**src/rtl/switch_gen_pkg.sv**
```systemverilog
// Shared definitions for the switch stimulus blocks: FSM encoding and LFSR feedback taps.
package switch_gen_pkg;

    typedef enum logic [1:0] {
        StIdle,
        StBounce,
        StSettle
    } state_e;

    // Taps for x^16+x^14+x^13+x^11+1 on a left-shifting Fibonacci register.
    localparam logic [15:0] LfsrTaps = 16'hB400;

endpackage

```
**src/rtl/lfsr16.sv**
```systemverilog
// Free-running 16-bit Fibonacci LFSR; holds its seed while reset is high.
module lfsr16
    import switch_gen_pkg::*;
#(
    parameter logic [15:0] SEED = 16'hACE1
) (
    input  logic        clk,
    input  logic        reset,
    output logic [15:0] q
);

    logic [15:0] lfsr_q;
    logic [15:0] lfsr_d;

    always_comb begin
        lfsr_d = {lfsr_q[14:0], ^(lfsr_q & LfsrTaps)};
    end

    always_ff @(posedge clk) begin
        if (reset) begin
            lfsr_q <= SEED;
        end else begin
            lfsr_q <= lfsr_d;
        end
    end

    assign q = lfsr_q;

endmodule

```
**src/rtl/switch_bounce_gen.sv**
```systemverilog
// Mechanical switch model: turns a clean level request into a pseudo-random bounce burst,
// a change strobe, a settle interval and a done pulse.
module switch_bounce_gen
    import switch_gen_pkg::*;
#(
    parameter int unsigned BC_W          = 2,
    parameter int unsigned SEG_W         = 3,
    parameter int unsigned SETTLE_CYCLES = 64,
    parameter logic [15:0] LFSR_SEED     = 16'hACE1
) (
    input  logic clk,
    input  logic reset,
    input  logic target,
    output logic sig_out,
    output logic sig_change,
    output logic busy,
    output logic done
);

    localparam int unsigned SetW = $clog2(SETTLE_CYCLES + 1);

    logic [15:0] lfsr;
    logic        unused_lfsr;
    logic [SEG_W:0] seg_len;

    state_e          state_q, state_d;
    logic            stable_q, stable_d;
    logic            old_q, old_d;
    logic            tgt_q, tgt_d;
    logic            phase_q, phase_d;
    logic [BC_W-1:0] k_q, k_d;
    logic [SEG_W:0]  seg_cnt_q, seg_cnt_d;
    logic [SetW-1:0] set_cnt_q, set_cnt_d;
    logic            sig_out_q, sig_out_d;
    logic            sig_change_q, sig_change_d;
    logic            busy_q, busy_d;
    logic            done_q, done_d;

    lfsr16 #(
        .SEED (LFSR_SEED)
    ) u_lfsr (
        .clk   (clk),
        .reset (reset),
        .q     (lfsr)
    );

    // Only a few LFSR fields are consumed.
    assign unused_lfsr = ^lfsr;
    assign seg_len     = {1'b0, lfsr[SEG_W+7:8]} + (SEG_W + 1)'(1);

    always_comb begin
        state_d      = state_q;
        stable_d     = stable_q;
        old_d        = old_q;
        tgt_d        = tgt_q;
        phase_d      = phase_q;
        k_d          = k_q;
        seg_cnt_d    = seg_cnt_q;
        set_cnt_d    = set_cnt_q;
        sig_out_d    = sig_out_q;
        sig_change_d = 1'b0;

        unique case (state_q)
            StIdle: begin
                sig_out_d = stable_q;
                if (target != stable_q) begin
                    old_d        = stable_q;
                    tgt_d        = target;
                    k_d          = lfsr[BC_W-1:0];
                    seg_cnt_d    = seg_len;
                    phase_d      = 1'b0;
                    sig_out_d    = target;
                    sig_change_d = 1'b1;
                    state_d      = StBounce;
                end
            end
            StBounce: begin
                if (seg_cnt_q > (SEG_W + 1)'(1)) begin
                    seg_cnt_d = seg_cnt_q - (SEG_W + 1)'(1);
                end else if (!phase_q) begin
                    // A target segment ends: either the final one or the first half of a pair.
                    if (k_q == '0) begin
                        state_d   = StSettle;
                        set_cnt_d = SetW'(SETTLE_CYCLES);
                    end else begin
                        phase_d   = 1'b1;
                        seg_cnt_d = seg_len;
                        sig_out_d = old_q;
                    end
                end else begin
                    phase_d   = 1'b0;
                    k_d       = k_q - BC_W'(1);
                    seg_cnt_d = seg_len;
                    sig_out_d = tgt_q;
                end
            end
            StSettle: begin
                if (set_cnt_q > SetW'(1)) begin
                    set_cnt_d = set_cnt_q - SetW'(1);
                end else begin
                    state_d  = StIdle;
                    stable_d = tgt_q;
                end
            end
            default: begin
                state_d = StIdle;
            end
        endcase

        busy_d = (state_d != StIdle);
        // Registered done must coincide with the last settle cycle.
        done_d = (state_d == StSettle) && (set_cnt_d == SetW'(1));
    end

    always_ff @(posedge clk) begin
        if (reset) begin
            state_q      <= StIdle;
            stable_q     <= 1'b0;
            old_q        <= 1'b0;
            tgt_q        <= 1'b0;
            phase_q      <= 1'b0;
            k_q          <= '0;
            seg_cnt_q    <= '0;
            set_cnt_q    <= '0;
            sig_out_q    <= 1'b0;
            sig_change_q <= 1'b0;
            busy_q       <= 1'b0;
            done_q       <= 1'b0;
        end else begin
            state_q      <= state_d;
            stable_q     <= stable_d;
            old_q        <= old_d;
            tgt_q        <= tgt_d;
            phase_q      <= phase_d;
            k_q          <= k_d;
            seg_cnt_q    <= seg_cnt_d;
            set_cnt_q    <= set_cnt_d;
            sig_out_q    <= sig_out_d;
            sig_change_q <= sig_change_d;
            busy_q       <= busy_d;
            done_q       <= done_d;
        end
    end

    assign sig_out    = sig_out_q;
    assign sig_change = sig_change_q;
    assign busy       = busy_q;
    assign done       = done_q;

endmodule

```
**config.mk**
```make
export PLATFORM = sky130hd
export DESIGN_NAME = switch_bounce_gen
export DESIGN_NICKNAME = d
export VERILOG_FILES = /design/src/rtl/switch_gen_pkg.sv /design/src/rtl/lfsr16.sv /design/src/rtl/switch_bounce_gen.sv
export SDC_FILE = /design/constraint.sdc
export NUM_CORES = 1
export LEC_CHECK = 0
export ABC_AREA = 1
export BUFFER_PORTS_ARGS = -buffer_cell sky130_fd_sc_hd__buf_2
export CAP_MARGIN = 30
export CORE_MARGIN = 8
export CORE_UTILIZATION = 40
export DETAILED_ROUTE_END_ITERATION = 10
export SYNTH_ARGS = -nofsm -noshare
export SYNTH_HDL_FRONTEND = slang
export SYNTH_HIERARCHICAL = 1
export SYNTH_SLANG_ARGS = --single-unit
```
**constraint.sdc**
```tcl
create_clock -name clk -period 4.75 [get_ports clk]
set_clock_uncertainty 0.05 [all_clocks]
set_input_delay 0.2375 -clock clk [delete_from_list [all_inputs] [get_ports clk]]
set_output_delay 0.2375 -clock clk [all_outputs]
set_load 0.03 [all_outputs]
```
* Word level (Yosys, flattened, before mapping)
Index checks and enable logic that the tools add are counted.
** Cells by class
- Reductions and logical operators :: 13
- Muxes and demuxes :: 31
- $lt $le $gt $ge :: 2
- $add $sub $neg :: 4
- Bitwise gates (word level) :: 2
- Eq/ne operators :: 10
** Operators with widths (number)
- two-way mux 7 bit :: 4
- two-way mux 2 bit :: 8
- two-way mux 4 bit :: 4
- XOR reduction 16 bit :: 1
- case mux 7 bit (2 select lines) :: 1
- two-way mux 1 bit :: 9
- AND reduction 3 bit :: 3
- case mux 4 bit (2 select lines) :: 1
- equality test 7 x 1 -> 1 bit, second input constant :: 1
- greater-than comparator 7 x 1 -> 1 bit, second input constant :: 1
- subtractor 7 x 1 -> 7 bit, second input constant :: 1
- inequality test 2 bit, second input constant :: 3
- case mux 2 bit (3 select lines) :: 1
- adder 3 x 1 -> 4 bit, second input constant :: 1
- equality test 2 bit, second input constant :: 2
- greater-than comparator 4 x 1 -> 1 bit, second input constant :: 1
- logical NOT 2 bit :: 2
- inequality test 4 bit, second input constant :: 1
- case mux 1 bit (2 select lines) :: 2
- case mux 2 bit (2 select lines) :: 1
- AND reduction 2 bit :: 2
- AND reduction 4 bit :: 1
- nonzero test 2 bit :: 2
- subtractor 4 x 1 -> 4 bit, second input constant :: 1
- 7 further kinds :: 8
** Storage, ports and cells
- Register bits :: 39
- Output and inout port bits :: 4
- Input bits :: 3

* Longest topological paths before layout
- Depth after elaboration :: 7
- Depth in mapped cells :: 13
- Gate-level depth less buffers :: 13

* Modules after synthesis
Netlist, hierarchy kept.
** Modules (own cells, without submodules)
- switch_bounce_gen :: cells each 212, instances 1, area each 1475.2 um^2
- lfsr16 :: cells each 74, instances 1, area each 615.6 um^2

* Worst setup path after synthesis
Ideal clock, no wire load.
- Path kind :: register to register
- From :: reg state_q[0]
- To :: reg done_q, in the netlist done
- Setup slack :: 3.142 ns
- Library setup time :: 0.064 ns
- Period minus slack after synthesis :: 1.608 ns
- Buffers on the path :: 1
- Arrival time :: 1.494 ns
- Cell stages (with the launch flop) :: 12
- Cell sequence :: dfxtp_1 -> inv_1 -> ha_1 -> clkbuf_1 -> inv_1 -> a21oi_2 -> nand2_1 -> nand2_1 -> nand2_1 -> nor2_1 -> nand3_1 -> nor2_1
** On the way
- Cells in the longest elaborated chain, start to end :: 6
** Ends and longest elaborated chain
- start: declaration :: line switch_bounce_gen.sv:26 : state_e state_q, state_d;
- start signal: assignment :: line switch_bounce_gen.sv:117 : state_q <= StIdle;
- start signal: assignment :: line switch_bounce_gen.sv:130 : state_q <= state_d;
- two-way mux 2 bit :: line switch_bounce_gen.sv:82 : if (k_q == '0) begin
- two-way mux 2 bit :: line switch_bounce_gen.sv:80 : end else if (!phase_q) begin
- two-way mux 2 bit :: line switch_bounce_gen.sv:78 : if (seg_cnt_q > (SEG_W + 1)'(1)) begin
- case mux 2 bit (3 select lines) :: line switch_bounce_gen.sv:63 : unique case (state_q)
- equality test 2 bit :: line switch_bounce_gen.sv:112 : done_d = (state_d == StSettle) && (set_cnt_d == SetW'(1));
- logical AND 1 bit (*) :: line switch_bounce_gen.sv:112
- end signal: assignment :: line switch_bounce_gen.sv:141 : done_q <= done_d;
- end: declaration :: line switch_bounce_gen.sv:37 : logic done_q, done_d;
Mark *: on every way between the ends. The rest lies on a longest branch, timed or not.
A chain may end at the register's enable or synchronous reset.

* Worst setup path in the final report
- From :: reg state_q[1]
- To :: reg k_q[1]
** On the way
- Cells in the longest elaborated chain, start to end :: 3
** Ends and longest elaborated chain
- equality test 2 x 1 -> 1 bit / logical NOT 2 bit (equally long branches) :: line switch_bounce_gen.sv:63
- inequality test 2 bit (no source line) / nonzero test 2 bit (equally long branches)
- AND reduction 4 bit (no source line)
- end signal: assignment :: line switch_bounce_gen.sv:135 : k_q <= k_d;
- end: declaration :: line switch_bounce_gen.sv:31 : logic [BC_W-1:0] k_q, k_d;
Several ways; a longest one is shown, not always the timed one.

==> flow_metrics.tcl <==
set metrics [dict create \
    areaGrowthSynthToFinish_pct 6.89 \
    drive_gt1_frac 0.111 \
    min_from "target" \
    post-route-util 0.433 \
    cts.clk_slew.worst_paths_ns 0.08 \
    clock_tree.buffer_depth 2 \
    htreeDepth 2 \
    power_density_nw_per_um2 459 \
    dr.pass1.iters 4 \
    syn_avg_cell_area_um2 7.30 \
    status "completed" \
    portBuffers 6 \
    worst-r2r-setup-slack_ns 2.78 \
    setup_viol_count_final 0 \
    antenna_left 0 \
    rsz0062_at_grt "no" \
    die_y_um 87.0 \
    peakVddDrop_mv 0.222 \
    drc 0 \
    mostFrequentLayoutCell "nand2_1" \
    tightest_slew_ns 0.632 \
    final_cell_mix "nand2_1 (53), inv_1 (42), dfxtp_1 (39)" \
    io_pins 7 \
    globalRouteOverflowTotal 0 \
    cp-startpoint "state_q[1]" \
    slew_headroom 0.578 \
    placed_cells 341 \
    die_area_um2 7570 \
    syn_inst 276 \
    ys_warn_count 6 \
    cts-hold-fix-buffers 0 \
    syn_nets 291 \
    routed-via-count 1649 \
    period_share 0.415 \
    grt_max_degree 30 \
    avgViaCountPerCell 4.72 \
    path_class "reg2reg" \
    leakage_nw 1.02 \
    fin_cells 349 \
    drt_iter0_markers 59 \
    place.gp.congestion 0.757 \
    clock_latency_ns 0.29 \
    hp-class "in2reg" \
    root_buffer "clkbuf_8" \
    gr-usage-all-layers 0.108 \
    drt_wl_total_um 3860 \
    crit_path_max_fanout 17 \
    hold_viol_final 0 \
    die_w_um 87.0 \
    min_path_cells 3 \
    rows 26 \
    cts_resized 0 \
    cts_tree "done" \
    maxSlewViolCount 0 \
    postCtsSetupRepairBufs 0 \
    cts_sinks 39 \
    netlist_area_um2 2020 \
    dp_hpwl_um 2820 \
    fmax_ghz 0.507 \
    fin_nets 293 \
    holdWs_ns 0.167 \
    fillers 540 \
    setup_tns_ns 0 \
    n_antenna_cell 0 \
    avgRoutedWirePerCell_um 11.1 \
    cp.required_ns 4.92 \
    end_kind "register" \
    cp-start-kind "register" \
    antenna_found_initial 0 \
    cp_data_arrival_time_ns 2.15 \
    r2r_start "state_q[1]" \
    drv_cap 0 \
    grt_pass1_wl_um 6580 \
    ff2ff_path_depth 8 \
    grt_pass1_vias 1525 \
    initial_core_util 0.405 \
    core_um2 4980 \
    power.total_mw 0.989 \
    period_minus_slack_ns 1.97 \
    numCtsBuffers 5 \
]
per-layer routing:
layer,vias up,track usage,share of wire
met3,5,0.0283,0.032
li1,873,-,-
met4,0,0.0423,0.015
met1,749,0.122,0.49
met5,-,0,0
met2,22,0.189,0.46
worst paths after layout:
| kind | endpoint |
|---|---|
| worst min register to register | u_lfsr/q[8] |
| worst max-delay path | k_q[1] |
| worst min-delay path | tgt_q |
| worst max register to register | k_q[1] |
stage by stage:
stage,area (µm²),setup WS [ns]
CTS,2150,2.78
detailed placement,2060,2.81
global placement,2060,2.88
finish,2150,2.78
floorplan,2020,3.14
global route,2150,2.46
power by group:
| group | total [mW] | internal, mW | switching (mW) |
|---|---|---|---|
| clock network | 0.230 | 0.105 | 0.125 |
| registers | 0.413 | 0.377 | 0.0361 |
| logic | 0.346 | 0.117 | 0.229 |
| total | 0.989 | 0.599 | 0.390 |
layout make-up:
type	count	area [µm²]	share of cell area
flip-flops and latches	39	781	0.362
clock buffers	5	68.8	0.0319
well taps	70	87.6	0.0407
repair buffers	6	30.0	0.0139
inverters	43	161	0.0749
clock inverters	3	23.8	0.0110
multi-input cells	183	1000	0.465
flip-flops by register name, summed over array words and instances, names as in the netlist:
signal	flops
busy	1
done	1
k_q	2
old_q	1
phase_q	1
seg_cnt_q	4
set_cnt_q	7
sig_change	1
sig_out	1
stable_q	1
state_q	2
tgt_q	1
u_lfsr/q	16
worst max-delay path, stage by stage, from the launching register on:
cell     delay [ns]
dfxtp_1        0.33
inv_1          0.09
ha_1           0.57
nor2_1         0.14
a21oi_1        0.19
nand2_1        0.12
a21oi_2        0.18
o21ai_0        0.09
a31oi_1        0.14
No activity file was read; power rests on OpenSTA's default activity.
